## src/rtl/axi_mem_arbiter.sv

```systemverilog
// Shares one AXI4 master port between the fetch (read-only) and data (read/write)
// requesters. Runs one single-beat transaction at a time and returns a one-cycle ack.
module axi_mem_arbiter #(
    parameter int          DATA_PRIO = 0,
    parameter logic [31:0] RST_ADDR  = 32'h0000_0000
) (
    input  logic        clk,
    input  logic        rst_n,
    input  logic        i_req,
    input  logic [31:0] i_addr,
    output logic        i_ack,
    output logic [31:0] i_rdata,
    input  logic        d_req,
    input  logic        d_we,
    input  logic [31:0] d_addr,
    input  logic [31:0] d_wdata,
    input  logic [3:0]  d_wstrb,
    output logic        d_ack,
    output logic [31:0] d_rdata,
    output logic        busy,
    output logic [31:0] m_axi_awaddr,
    output logic        m_axi_awvalid,
    input  logic        m_axi_awready,
    output logic [31:0] m_axi_wdata,
    output logic [3:0]  m_axi_wstrb,
    output logic        m_axi_wvalid,
    input  logic        m_axi_wready,
    input  logic        m_axi_bvalid,
    output logic        m_axi_bready,
    output logic [31:0] m_axi_araddr,
    output logic        m_axi_arvalid,
    input  logic        m_axi_arready,
    input  logic [31:0] m_axi_rdata,
    input  logic        m_axi_rvalid,
    output logic        m_axi_rready
);
    typedef enum logic [2:0] {IDLE, RD_ADDR, RD_DATA, WR_AW_W, WR_RESP, ACK} state_t;
    localparam logic PORT_I = 1'b0;
    localparam logic PORT_D = 1'b1;

    state_t state;
    logic   owner, last_grant, aw_done, w_done;
    logic   grant, aw_hs, w_hs;

    // On a tie the data port wins if it has fixed priority or fetch was served last.
    always_comb begin
        grant = PORT_I;
        if (d_req && (!i_req || DATA_PRIO != 0 || last_grant == PORT_I))
            grant = PORT_D;
    end

    assign aw_hs = m_axi_awvalid && m_axi_awready;
    assign w_hs  = m_axi_wvalid && m_axi_wready;

    always_ff @(posedge clk or negedge rst_n) begin
        if (!rst_n) begin
            state         <= IDLE;
            owner         <= PORT_I;
            last_grant    <= PORT_D;
            aw_done       <= 1'b0;
            w_done        <= 1'b0;
            i_ack         <= 1'b0;
            d_ack         <= 1'b0;
            busy          <= 1'b0;
            i_rdata       <= '0;
            d_rdata       <= '0;
            m_axi_awaddr  <= RST_ADDR;
            m_axi_araddr  <= RST_ADDR;
            m_axi_wdata   <= '0;
            m_axi_wstrb   <= '0;
            m_axi_awvalid <= 1'b0;
            m_axi_wvalid  <= 1'b0;
            m_axi_bready  <= 1'b0;
            m_axi_arvalid <= 1'b0;
            m_axi_rready  <= 1'b0;
        end else begin
            case (state)
                IDLE: begin
                    if (i_req || d_req) begin
                        owner      <= grant;
                        last_grant <= grant;
                        busy       <= 1'b1;
                        if (grant == PORT_D && d_we) begin
                            m_axi_awaddr  <= d_addr;
                            m_axi_wdata   <= d_wdata;
                            m_axi_wstrb   <= d_wstrb;
                            m_axi_awvalid <= 1'b1;
                            m_axi_wvalid  <= 1'b1;
                            aw_done       <= 1'b0;
                            w_done        <= 1'b0;
                            state         <= WR_AW_W;
                        end else begin
                            m_axi_araddr  <= (grant == PORT_D) ? d_addr : i_addr;
                            m_axi_arvalid <= 1'b1;
                            state         <= RD_ADDR;
                        end
                    end
                end
                RD_ADDR: begin
                    if (m_axi_arready) begin
                        m_axi_arvalid <= 1'b0;
                        m_axi_rready  <= 1'b1;
                        state         <= RD_DATA;
                    end
                end
                RD_DATA: begin
                    if (m_axi_rvalid) begin
                        m_axi_rready <= 1'b0;
                        if (owner == PORT_D) begin
                            d_rdata <= m_axi_rdata;
                            d_ack   <= 1'b1;
                        end else begin
                            i_rdata <= m_axi_rdata;
                            i_ack   <= 1'b1;
                        end
                        state <= ACK;
                    end
                end
                WR_AW_W: begin
                    // AW and W complete independently, possibly in the same cycle.
                    if (aw_hs) begin
                        m_axi_awvalid <= 1'b0;
                        aw_done       <= 1'b1;
                    end
                    if (w_hs) begin
                        m_axi_wvalid <= 1'b0;
                        w_done       <= 1'b1;
                    end
                    if ((aw_done || aw_hs) && (w_done || w_hs)) begin
                        m_axi_bready <= 1'b1;
                        state        <= WR_RESP;
                    end
                end
                WR_RESP: begin
                    if (m_axi_bvalid) begin
                        m_axi_bready <= 1'b0;
                        d_ack        <= 1'b1;
                        state        <= ACK;
                    end
                end
                ACK: begin
                    i_ack <= 1'b0;
                    d_ack <= 1'b0;
                    busy  <= 1'b0;
                    state <= IDLE;
                end
                default: begin
                    busy  <= 1'b0;
                    state <= IDLE;
                end
            endcase
        end
    end
endmodule

```

## config.mk

```make
export PLATFORM = sky130hd
export DESIGN_NAME = axi_mem_arbiter
export DESIGN_NICKNAME = d
export VERILOG_FILES = /design/src/rtl/axi_mem_arbiter.sv
export SDC_FILE = /design/constraint.sdc
export NUM_CORES = 1
export LEC_CHECK = 0
export ABC_CLOCK_PERIOD_IN_PS = 1950
export BUFFER_PORTS_ARGS = -buffer_cell sky130_fd_sc_hd__buf_2
export CORE_MARGIN = 5
export CORE_UTILIZATION = 25
export DETAILED_ROUTE_END_ITERATION = 12
export GPL_TIMING_DRIVEN = 0
export SLEW_MARGIN = 5
export SYNTH_ARGS = -nofsm -noshare
export SYNTH_HDL_FRONTEND = slang
export SYNTH_SLANG_ARGS = --single-unit
```

## constraint.sdc

```tcl
create_clock -name clk -period 1.95 [get_ports clk]
set_input_delay 0.195 -clock clk [delete_from_list [all_inputs] [get_ports clk]]
set_output_delay 0.195 -clock clk [all_outputs]
set_load 0.02 [all_outputs]
```

==> results of run 1 <==
-- metrics by stage --
step	total power [W]	cell area, µm²	TNS (ns)	std cells	util [%]
final	0.01771	11040	0	1305	38.57
after global routing	0.01884	11040	-0.004993	1305	38.57
after CTS	0.01787	10960	-0.007518	1299	38.29
after detailed placement	0.01401	9316	-0.003269	1164	32.55
after global placement	0.01384	9279	-426.65	1163	32.42
after floorplan	0.01109	7232	0	466	-
-- metal layers --
layer / share of wire [%] / wire [µm] / up-vias / GRT usage [%]
met5: 0 / 0 / - / 0
met4: 3.3 / 684 / 0 / 5.747
met3: 6.2 / 1302 / 41 / 4.138
met2: 52 / 10810 / 190 / 22.86
met1: 39 / 8147 / 2723 / 14.30
li1: - / - / 2558 / -
-- power by group --
part           total [W]  internal (W)  leakage (nW)  switching (W)
sequential       0.00647       0.00556          2.16       0.000909
combinational    0.00762       0.00312          2.83        0.00450
clock            0.00361       0.00209         0.296        0.00153
total             0.0177        0.0108          5.29        0.00693
-- synth_stat cells (all sizes together) --
cell and instances:
buf 24, mux2 196, o31ai 1, nor2 7, nor2b 4, and3 1, dfstp 1, a21oi 11
o22ai 2, nor4 1, a21boi 1, and2 1, a32o 3, clkbuf 2, nand3 2, inv 1
nor3b 1, nand2b 2, mux2i 1, nor3 2, nand3b 2, a21o 1, a211oi 2, o21ai 3
o32a 1, dfrtp 178, nand2 7, a31oi 7, or2 1
-- how the worst min path moves through the flow --
stage	startpoint	depth (start not counted)	slack (ns)	endpoint
final	d_addr[28]	2	0.03	m_axi_awaddr[28]$_DFFE_PN0P_
after global routing	d_addr[28]	2	0.003	m_axi_awaddr[28]$_DFFE_PN0P_
after CTS	d_addr[28]	2	0.005	m_axi_awaddr[28]$_DFFE_PN0P_
after detailed placement	rst_n	1	0.31	m_axi_awaddr[6]$_DFFE_PN0P_
after global placement	d_wdata[27]	2	0.41	m_axi_wdata[27]$_DFFE_PN0P_
after floorplan	rst_n	0	-0.10	aw_done$_DFFE_PN0P_
-- sequential cells by signal, summed over array words and instances (netlist names) --
register       count
d_rdata           32
i_rdata           32
m_axi_araddr      32
m_axi_awaddr      32
m_axi_wdata       32
m_axi_wstrb        4
state              3
aw_done            1
busy               1
d_ack              1
i_ack              1
last_grant         1
m_axi_arvalid      1
m_axi_awvalid      1
m_axi_bready       1
m_axi_rready       1
m_axi_wvalid       1
owner              1
w_done             1
-- cells by family (layout without fill, tap and decap cells) --
| kind of cell | Yosys count | in the layout | share of synthesized area (%) |
|---|---|---|---|
| and+or+nand+nor | 31 | 31 | 2.647 |
| muxes | 197 | 197 | 30.66 |
| other | 0 | 3 | 0 |
| AOI/OAI and AO/OA | 32 | 32 | 2.820 |
| buffers and inverters | 27 | 479 | 1.920 |
| DFF | 179 | 179 | 61.96 |
-- final cells by class --
cell class	instances	area [µm²]	area share (%)
sequential	179	4481	40.58
timing repair buffer	421	2665	24.14
multi-input combinational	260	2620	23.73
tap	384	480.5	4.352
clock buffer	19	452.9	4.102
buffer	26	175.2	1.587
clock inverter	12	155.1	1.405
antenna	3	7.507	0.06800
inverter	1	3.754	0.03400
-- repair_timing --
item	in CTS	in global routing
endpoints found under the hold margin	230	1
hold buffers	102	1
buffers inserted	2	2
endpoints found under the setup margin	13	129
pin swaps	1	1
gates resized for setup	0	22
==> qor.csv, run 1 <==
metric,value,unit
outcome,"finished, final reports clean",
max-slew-margin-rel,47.31,%
cp.arrival,2.18,ns
cts-htree-levels,4,
cts_buffer_depth,2,
cp_slowest_stage_delay,0.55,ns
worst_r2r_path_depth,6,
path_buf_inv,4,
avgViaCountPerCell,4.224,
yosys_warnings,0,
rows,62,
hold_ws,0.02732,ns
endpoint,m_axi_araddr[7]$_DFFE_PN0P_,
die-area,32430,µm²
maxCapViolations,0,
ios,314,
layout-drive-gt1-share,48.26,%
nets,1048,
path_max_fanout,10,
grt_first_pass_wirelength,33.67,mm
powerDensity,1604,nW/µm²
vias,5512,
timing.final.crit_period,1.862,ns
fin_ws,0.08843,ns
final_common_cell,buf_2,
synth_nets,608,
netlist.area_leader.share,61.59,%
vdd_drop_max,0.6470,mV
grt_max_degree,104,
die_h,180.1,µm
slew_viol_final,0,
fin_skew,0.01442,ns
area_growth,52.66,%
hold_class,primary input to flip-flop,
gp_congestion,0.7492,
cts_buffers,17,
r2r-end,m_axi_araddr[18]$_DFFE_PN0P_,
layout_common_cells,"buf_2 (323), dfrtp_1 (178), mux2_1 (132)",
fin_crit_sh,95.47,%
crit_cells,7,
postSynthAreaPerCell,15.52,µm²
postRouteAntennaNets,0,
wirelength,20.94,mm
worstSetupPathType,primary input to flip-flop,
crit_required,2.27,ns
cp-end-kind,flip-flop,
worst_pin_slew,0.7904,ns
fmax,0.5372,GHz
pre_cts_ws,-0.003269,ns
grt_usage,12.95,%
grt_pass1_vias,6063,
clk_latency,0.43,ns
cts_tree,yes,
io_buffer_count,313,
synth_area_leaders,"dfrtp_1 (62%), mux2_1 (21%), mux2_2 (10%)",
cts-root-buf,clkbuf_16,
die_width,180.1,µm
core-area,28630,µm²
detail_route.wl_per_cell,16.05,µm
first_pass_iters,6,
seq_area_frac_synth,61.96,%
dp.final_hpwl,15.03,mm
globalRoute.totalOverflow,0,
drtIter0Drc,123,
cp_top_family,buffers and inverters,
startpoint,i_req,
start_kind,primary input,
yosys.cell_types.count,34,
path_cells,dlygate4sd3_1 -> buf_2 -> a21boi_1 -> clkbuf_4 -> buf_4 -> mux2_1 -> mux2_2,
fillCellCount,2730,
critPathSlowestCell,dlygate4sd3_1,
path_clk_slew,0.08,ns
report.final.hold_viol_count,0,
r2r-start,state[1]$_DFFE_PN0P_,
cts_sinks,179,
rsz0062_at_grt,yes,
synthCells,466,
initial_utilization,25.26,%
synth.largest_area_cell,dfrtp_1,
netlist_area,7232,µm²
drc,0,
grt_antenna_before_repair,3,
rrSetupSlack,0.10,ns
setup_violations,0,
synth_seq_cells,179,
p_leak,5.286,nW
No activity file was read; power rests on OpenSTA's default activity.
==> run 2, diff against run 1 <==
--- a/config.mk
+++ b/config.mk
@@ -7,10 +7,12 @@
 export LEC_CHECK = 0
 export ABC_CLOCK_PERIOD_IN_PS = 1950
 export BUFFER_PORTS_ARGS = -buffer_cell sky130_fd_sc_hd__buf_2
-export CORE_MARGIN = 5
+export CELL_PAD_IN_SITES_DETAIL_PLACEMENT = 0
+export CELL_PAD_IN_SITES_GLOBAL_PLACEMENT = 1
 export CORE_UTILIZATION = 25
 export DETAILED_ROUTE_END_ITERATION = 12
 export GPL_TIMING_DRIVEN = 0
+export PLACE_DENSITY_LB_ADDON = 0.1
 export SLEW_MARGIN = 5
 export SYNTH_ARGS = -nofsm -noshare
 export SYNTH_HDL_FRONTEND = slang
==> run 2 against run 1 <==
Net effect: routed wire length about the same; clock power down 7.2%; global-route usage up 1.4 points; clock skew down 0.0011 ns; sequential cell count unchanged.
==> qor.csv, run 2 (synthesized netlist as in run 1, its figures left out) <==
metric,value,unit
outcome,"finished, final reports clean",
path_clk_slew,0.07,ns
worstSetupPathType,flip-flop to flip-flop,
nets,1051,
clk_latency,0.43,ns
fin_cells,1300,
startpoint,state[0]$_DFFE_PN0P_,
die-area,29610,µm²
globalRoute.totalOverflow,0,
detail_route.wl_per_cell,16.12,µm
rows,61,
die_width,172.1,µm
avgViaCountPerCell,4.245,
grt_first_pass_wirelength,32.37,mm
rsz0062_at_grt,yes,
cts_buffer_depth,2,
grt_antenna_before_repair,1,
fin_ws,0.09162,ns
timing.final.crit_period,1.858,ns
gp_congestion,0.7300,
cts_tree,yes,
layout-drive-gt1-share,48.26,%
drc,0,
cts_sinks,179,
layout_common_cells,"buf_2 (324), dfrtp_1 (178), mux2_1 (132)",
regArea,4481,µm²
r2r-start,state[0]$_DFFE_PN0P_,
report.final.hold_viol_count,0,
wirelength,20.95,mm
start_kind,flip-flop,
postRouteAntennaNets,0,
slew_viol_final,0,
multi_input_area,2620,µm²
io_buffer_count,313,
final_common_cell,buf_2,
final_area,10990,µm²
place_inst,1158,
vias,5519,
path_max_fanout,10,
setup_violations,0,
maxCapViolations,0,
worst_pin_slew,0.5874,ns
fmax,0.5381,GHz
hold_class,primary input to flip-flop,
core-area,28090,µm²
antenna_cells,0,
finish.utilization,39.13,%
fin_skew,0.01328,ns
fin_tns_setup,0,ns
drtIter0Drc,154,
pre_cts_ws,-0.05840,ns
first_pass_iters,4,
path_cells,buf_2 -> nor2_1 -> nand3b_1 -> clkbuf_4 -> mux2_1,
critPathSlowestCell,dfrtp_1,
vdd_drop_max,0.6630,mV
dp.final_hpwl,15.22,mm
grt_usage,14.38,%
die_h,172.1,µm
cp.arrival,2.16,ns
cp_slowest_stage_delay,0.45,ns
p_leak,5.282,nW
grt_pass1_vias,6077,
hold_start,d_addr[2],
cts-root-buf,clkbuf_16,
area_growth,51.99,%
grt_max_degree,103,
crit_required,2.25,ns
max-slew-margin-rel,60.84,%
ios,314,
fillCellCount,2797,
fin_crit_sh,95.30,%
place_area,9309,µm²
powerDensity,1591,nW/µm²
cp-end-kind,flip-flop,
cts_buffers,17,
initial_utilization,25.75,%
cts-htree-levels,4,
run 2: cell count changes in the layout (fill, tap and decap cells not counted), moves of 2 or more:
cell and delta:
diode_2 -3, clkbuf_1 +2, clkbuf_4 +3, inv_6 +4
inv_8 +3, clkinv_2 -3, bufinv_16 -3
run 2: metal layers:
layer	wire length [µm]	track usage [%]	part of all wire [%]
met3	1273	4.303	6.1
met4	269	4.656	1.3
met5	17	0	0.081
met2	11080	26.21	53
met1	8312	15.83	40
run 2: critical path: cells and delay by family, from the launching register on:
family | cells | cell delay (ns)
AND/OR/NAND/NOR | 2 | 0.44
buffers and inverters | 2 | 0.52
flip-flops | 1 | 0.45
multiplexers | 1 | 0.34
run 2: power breakdown:
group          internal (W)  switching, W  total (W)
Sequential          0.00556      0.000961    0.00652
Combinational       0.00314       0.00447    0.00761
Clock               0.00173       0.00163    0.00335
run 2: layout make-up:
type | count | share of cell area (%)
plain buffers | 26 | 1.537
clock buffers | 20 | 4.064
clock inverters | 12 | 1.013
inverters | 1 | 0.03415
multi-input cells | 260 | 23.84
flip-flops and latches | 179 | 40.76
well taps | 378 | 4.303
repair buffers | 424 | 24.45
run 2: final timing paths:
check | to | slack [ns] | cells past startpoint
max | d_rdata[13]$_DFFE_PN0P_ | 0.09 | 5
min | m_axi_awaddr[2]$_DFFE_PN0P_ | 0.03 | 2
max reg2reg | d_rdata[13]$_DFFE_PN0P_ | 0.09 | 5
min reg2reg | m_axi_wstrb[0]$_DFFE_PN0P_ | 0.49 | 1
max in group asynchronous | m_axi_awaddr[2]$_DFFE_PN0P_ | 0.64 | 3
min in group asynchronous | m_axi_wdata[26]$_DFFE_PN0P_ | 0.35 | 2
run 2: per-stage QoR:
stage          power, W  hold slack, ns
6_report        0.01749         0.02612
5_1_grt         0.01864         0.02225
4_1_cts         0.01774        0.003790
3_5_place_dp    0.01407          0.2219
3_3_place_gp    0.01391          0.4066
2_1_floorplan   0.01109         -0.1006
run 2: timing repair:
action | in CTS | in global routing
pin swaps | 1 | 2
setup buffers | 2 | 5
setup endpoints to repair | 78 | 146
endpoints found under the hold margin | 198 | 1
gates resized for setup | 4 | 11
hold buffers | 102 | 1
==> run 3, diff against run 2 <==
--- a/config.mk
+++ b/config.mk
@@ -6,13 +6,13 @@
 export NUM_CORES = 1
 export LEC_CHECK = 0
 export ABC_CLOCK_PERIOD_IN_PS = 1950
-export BUFFER_PORTS_ARGS = -buffer_cell sky130_fd_sc_hd__buf_2
+export BUFFER_PORTS_ARGS = -buffer_cell sky130_fd_sc_hd__clkbuf_2
 export CELL_PAD_IN_SITES_DETAIL_PLACEMENT = 0
 export CELL_PAD_IN_SITES_GLOBAL_PLACEMENT = 1
 export CORE_UTILIZATION = 25
 export DETAILED_ROUTE_END_ITERATION = 12
 export GPL_TIMING_DRIVEN = 0
-export PLACE_DENSITY_LB_ADDON = 0.1
+export PLACE_DENSITY_LB_ADDON = 0.25
 export SLEW_MARGIN = 5
 export SYNTH_ARGS = -nofsm -noshare
 export SYNTH_HDL_FRONTEND = slang
==> run 3 against run 2 <==
Net effect: global-route usage fell by 0.95 points; first-iteration DRC count fell by 18%; sequential share of layout area fell by 0.19 points; hold slack got worse by 0.0016 ns; via count fell by 2.4%; critical endpoint is now m_axi_araddr[12]$_DFFE_PN0P_; largest power group unchanged.
==> qor.csv, run 3 (synthesized netlist as in run 1, its figures left out) <==
metric,value,unit
swShare,40.13,%
postRouteAntennaNets,0,
cts-htree-levels,4,
drtIter0Drc,127,
finish.utilization,39.32,%
cts_sinks,179,
layout-drive-gt1-share,48.59,%
grt_first_pass_wirelength,30.17,mm
initial_utilization,25.75,%
fin_crit_sh,95.26,%
hold_start,d_addr[24],
fmax,0.5383,GHz
avgViaCountPerCell,4.138,
globalRoute.totalOverflow,0,
intPower,0.01046,W
grt_pass1_vias,5507,
p_clk_share,20.0,%
setup_violations,0,
vdd_drop_max,0.5013,mV
worst_pin_slew,0.4685,ns
clk_latency,0.43,ns
start_kind,flip-flop,
core-area,28090,µm²
fin_cells,1302,
path_max_fanout,10,
holdPathEnd,m_axi_awaddr[24]$_DFFE_PN0P_,
nets,1053,
grt_usage,13.42,%
timing.final.crit_period,1.858,ns
p_leak,5.350,nW
die-area,29610,µm²
die_h,172.1,µm
path_clk_slew,0.07,ns
drc,0,
gp_congestion,0.7178,
combPwrFrac,42.8,%
hold_ws,0.02453,ns
final_area,11040,µm²
max-slew-margin-rel,68.77,%
holdPathStages,2,
powerDensity,1582,nW/µm²
dp.final_hpwl,14.39,mm
cp-end-kind,flip-flop,
wirelength,19.62,mm
io_buffer_count,313,
rrSetupSlack,0.09,ns
detail_route.wl_per_cell,15.07,µm
cts_buffer_depth,2,
vias,5388,
ios,314,
hold_class,primary input to flip-flop,
worst_r2r_path_depth,6,
use_met2,23.49,%
r2r-end,m_axi_araddr[12]$_DFFE_PN0P_,
outcome,"finished, final reports clean",
cts-root-buf,clkbuf_16,
first_pass_iters,4,
grt_antenna_before_repair,1,
rsz0062_at_grt,yes,
maxCapViolations,0,
antenna_cells,0,
gr-max-usage-layer,met2,
worstSetupPathType,flip-flop to flip-flop,
report.final.hold_viol_count,0,
area_growth,52.70,%
final_common_cell,clkbuf_2,
cts_tree,yes,
place_area,9335,µm²
cp.arrival,2.16,ns
use_met3,4.257,%
grt_max_degree,72,
die_width,172.1,µm
rows,61,
r2r-start,state[1]$_DFFE_PN0P_,
power_switching,0.007010,W
slew_viol_final,0,
fin_skew,0.01709,ns
fin_tns_setup,0,ns
place_inst,1159,
crit_required,2.26,ns
gr-usage-met1,15.63,%
seqPwrFrac,37.2,%
layout_common_cells,"clkbuf_2 (312), dfrtp_1 (178), mux2_1 (132)",
cts_buffers,17,
run 3: power by group through the flow:
stage	sequential, W	clock, W	combinational (W)
finish	0.00650	0.00349	0.00748
global route	0.00679	0.00377	0.00810
CTS	0.00652	0.00367	0.00758
detailed placement	0.00659	0	0.00739
global placement	0.00653	0	0.00738
floorplan	0.00874	0	0.00235
run 3: stage by stage:
step                      power (W)  worst slack [ns]
after floorplan             0.01109            0.2987
after global placement      0.01390            -3.106
after detailed placement    0.01398         -0.002346
after CTS                   0.01777         -0.007577
after global routing        0.01867          -0.04715
final                       0.01747           0.09246
run 3: worst max path at each step:
stage                                              end            startpoint  slack (ns)  cells after the start
after floorplan           m_axi_araddr[10]$_DFFE_PN0P_  state[2]$_DFFE_PN0P_        0.30                      5
after global routing      m_axi_araddr[12]$_DFFE_PN0P_  state[1]$_DFFE_PN0P_       -0.05                      6
after detailed placement  m_axi_awaddr[11]$_DFFE_PN0P_  state[1]$_DFFE_PN0P_      -0.002                      5
after global placement     m_axi_awaddr[5]$_DFFE_PN0P_                 rst_n       -3.11                      1
after CTS                 m_axi_araddr[25]$_DFFE_PN0P_  state[1]$_DFFE_PN0P_      -0.008                      6
final                     m_axi_araddr[12]$_DFFE_PN0P_  state[1]$_DFFE_PN0P_        0.09                      6
run 3: metal layers:
layer	up-vias	part of all wire [%]
met5	-	0
met4	0	1.1
met3	12	6.8
met2	167	51
met1	2635	41
li1	2574	-
run 3: area by class of cell:
class,count,area [µm²]
fillers,2797,17040
flip-flops and latches,179,4481
repair buffers,426,2721
multi-input cells,260,2620
well taps,378,473.0
clock buffers,17,425.4
clock inverters,15,160.2
plain buffers,26,158.9
inverters,1,3.754
run 3: repair_timing:
action,CTS,global route
setup buffers,3,5
gates cloned,0,0
endpoints found under the setup margin,10,72
hold endpoints to repair,181,0
pin swaps,1,2
resized for setup,1,11
hold buffers,103,0
run 3: worst max-delay path, cell delays in order, from the launching register on:
cell	delay, ns
dfrtp_1	0.36
buf_2	0.18
nor3_4	0.28
nor2b_1	0.16
buf_2	0.19
buf_4	0.22
mux2_2	0.35
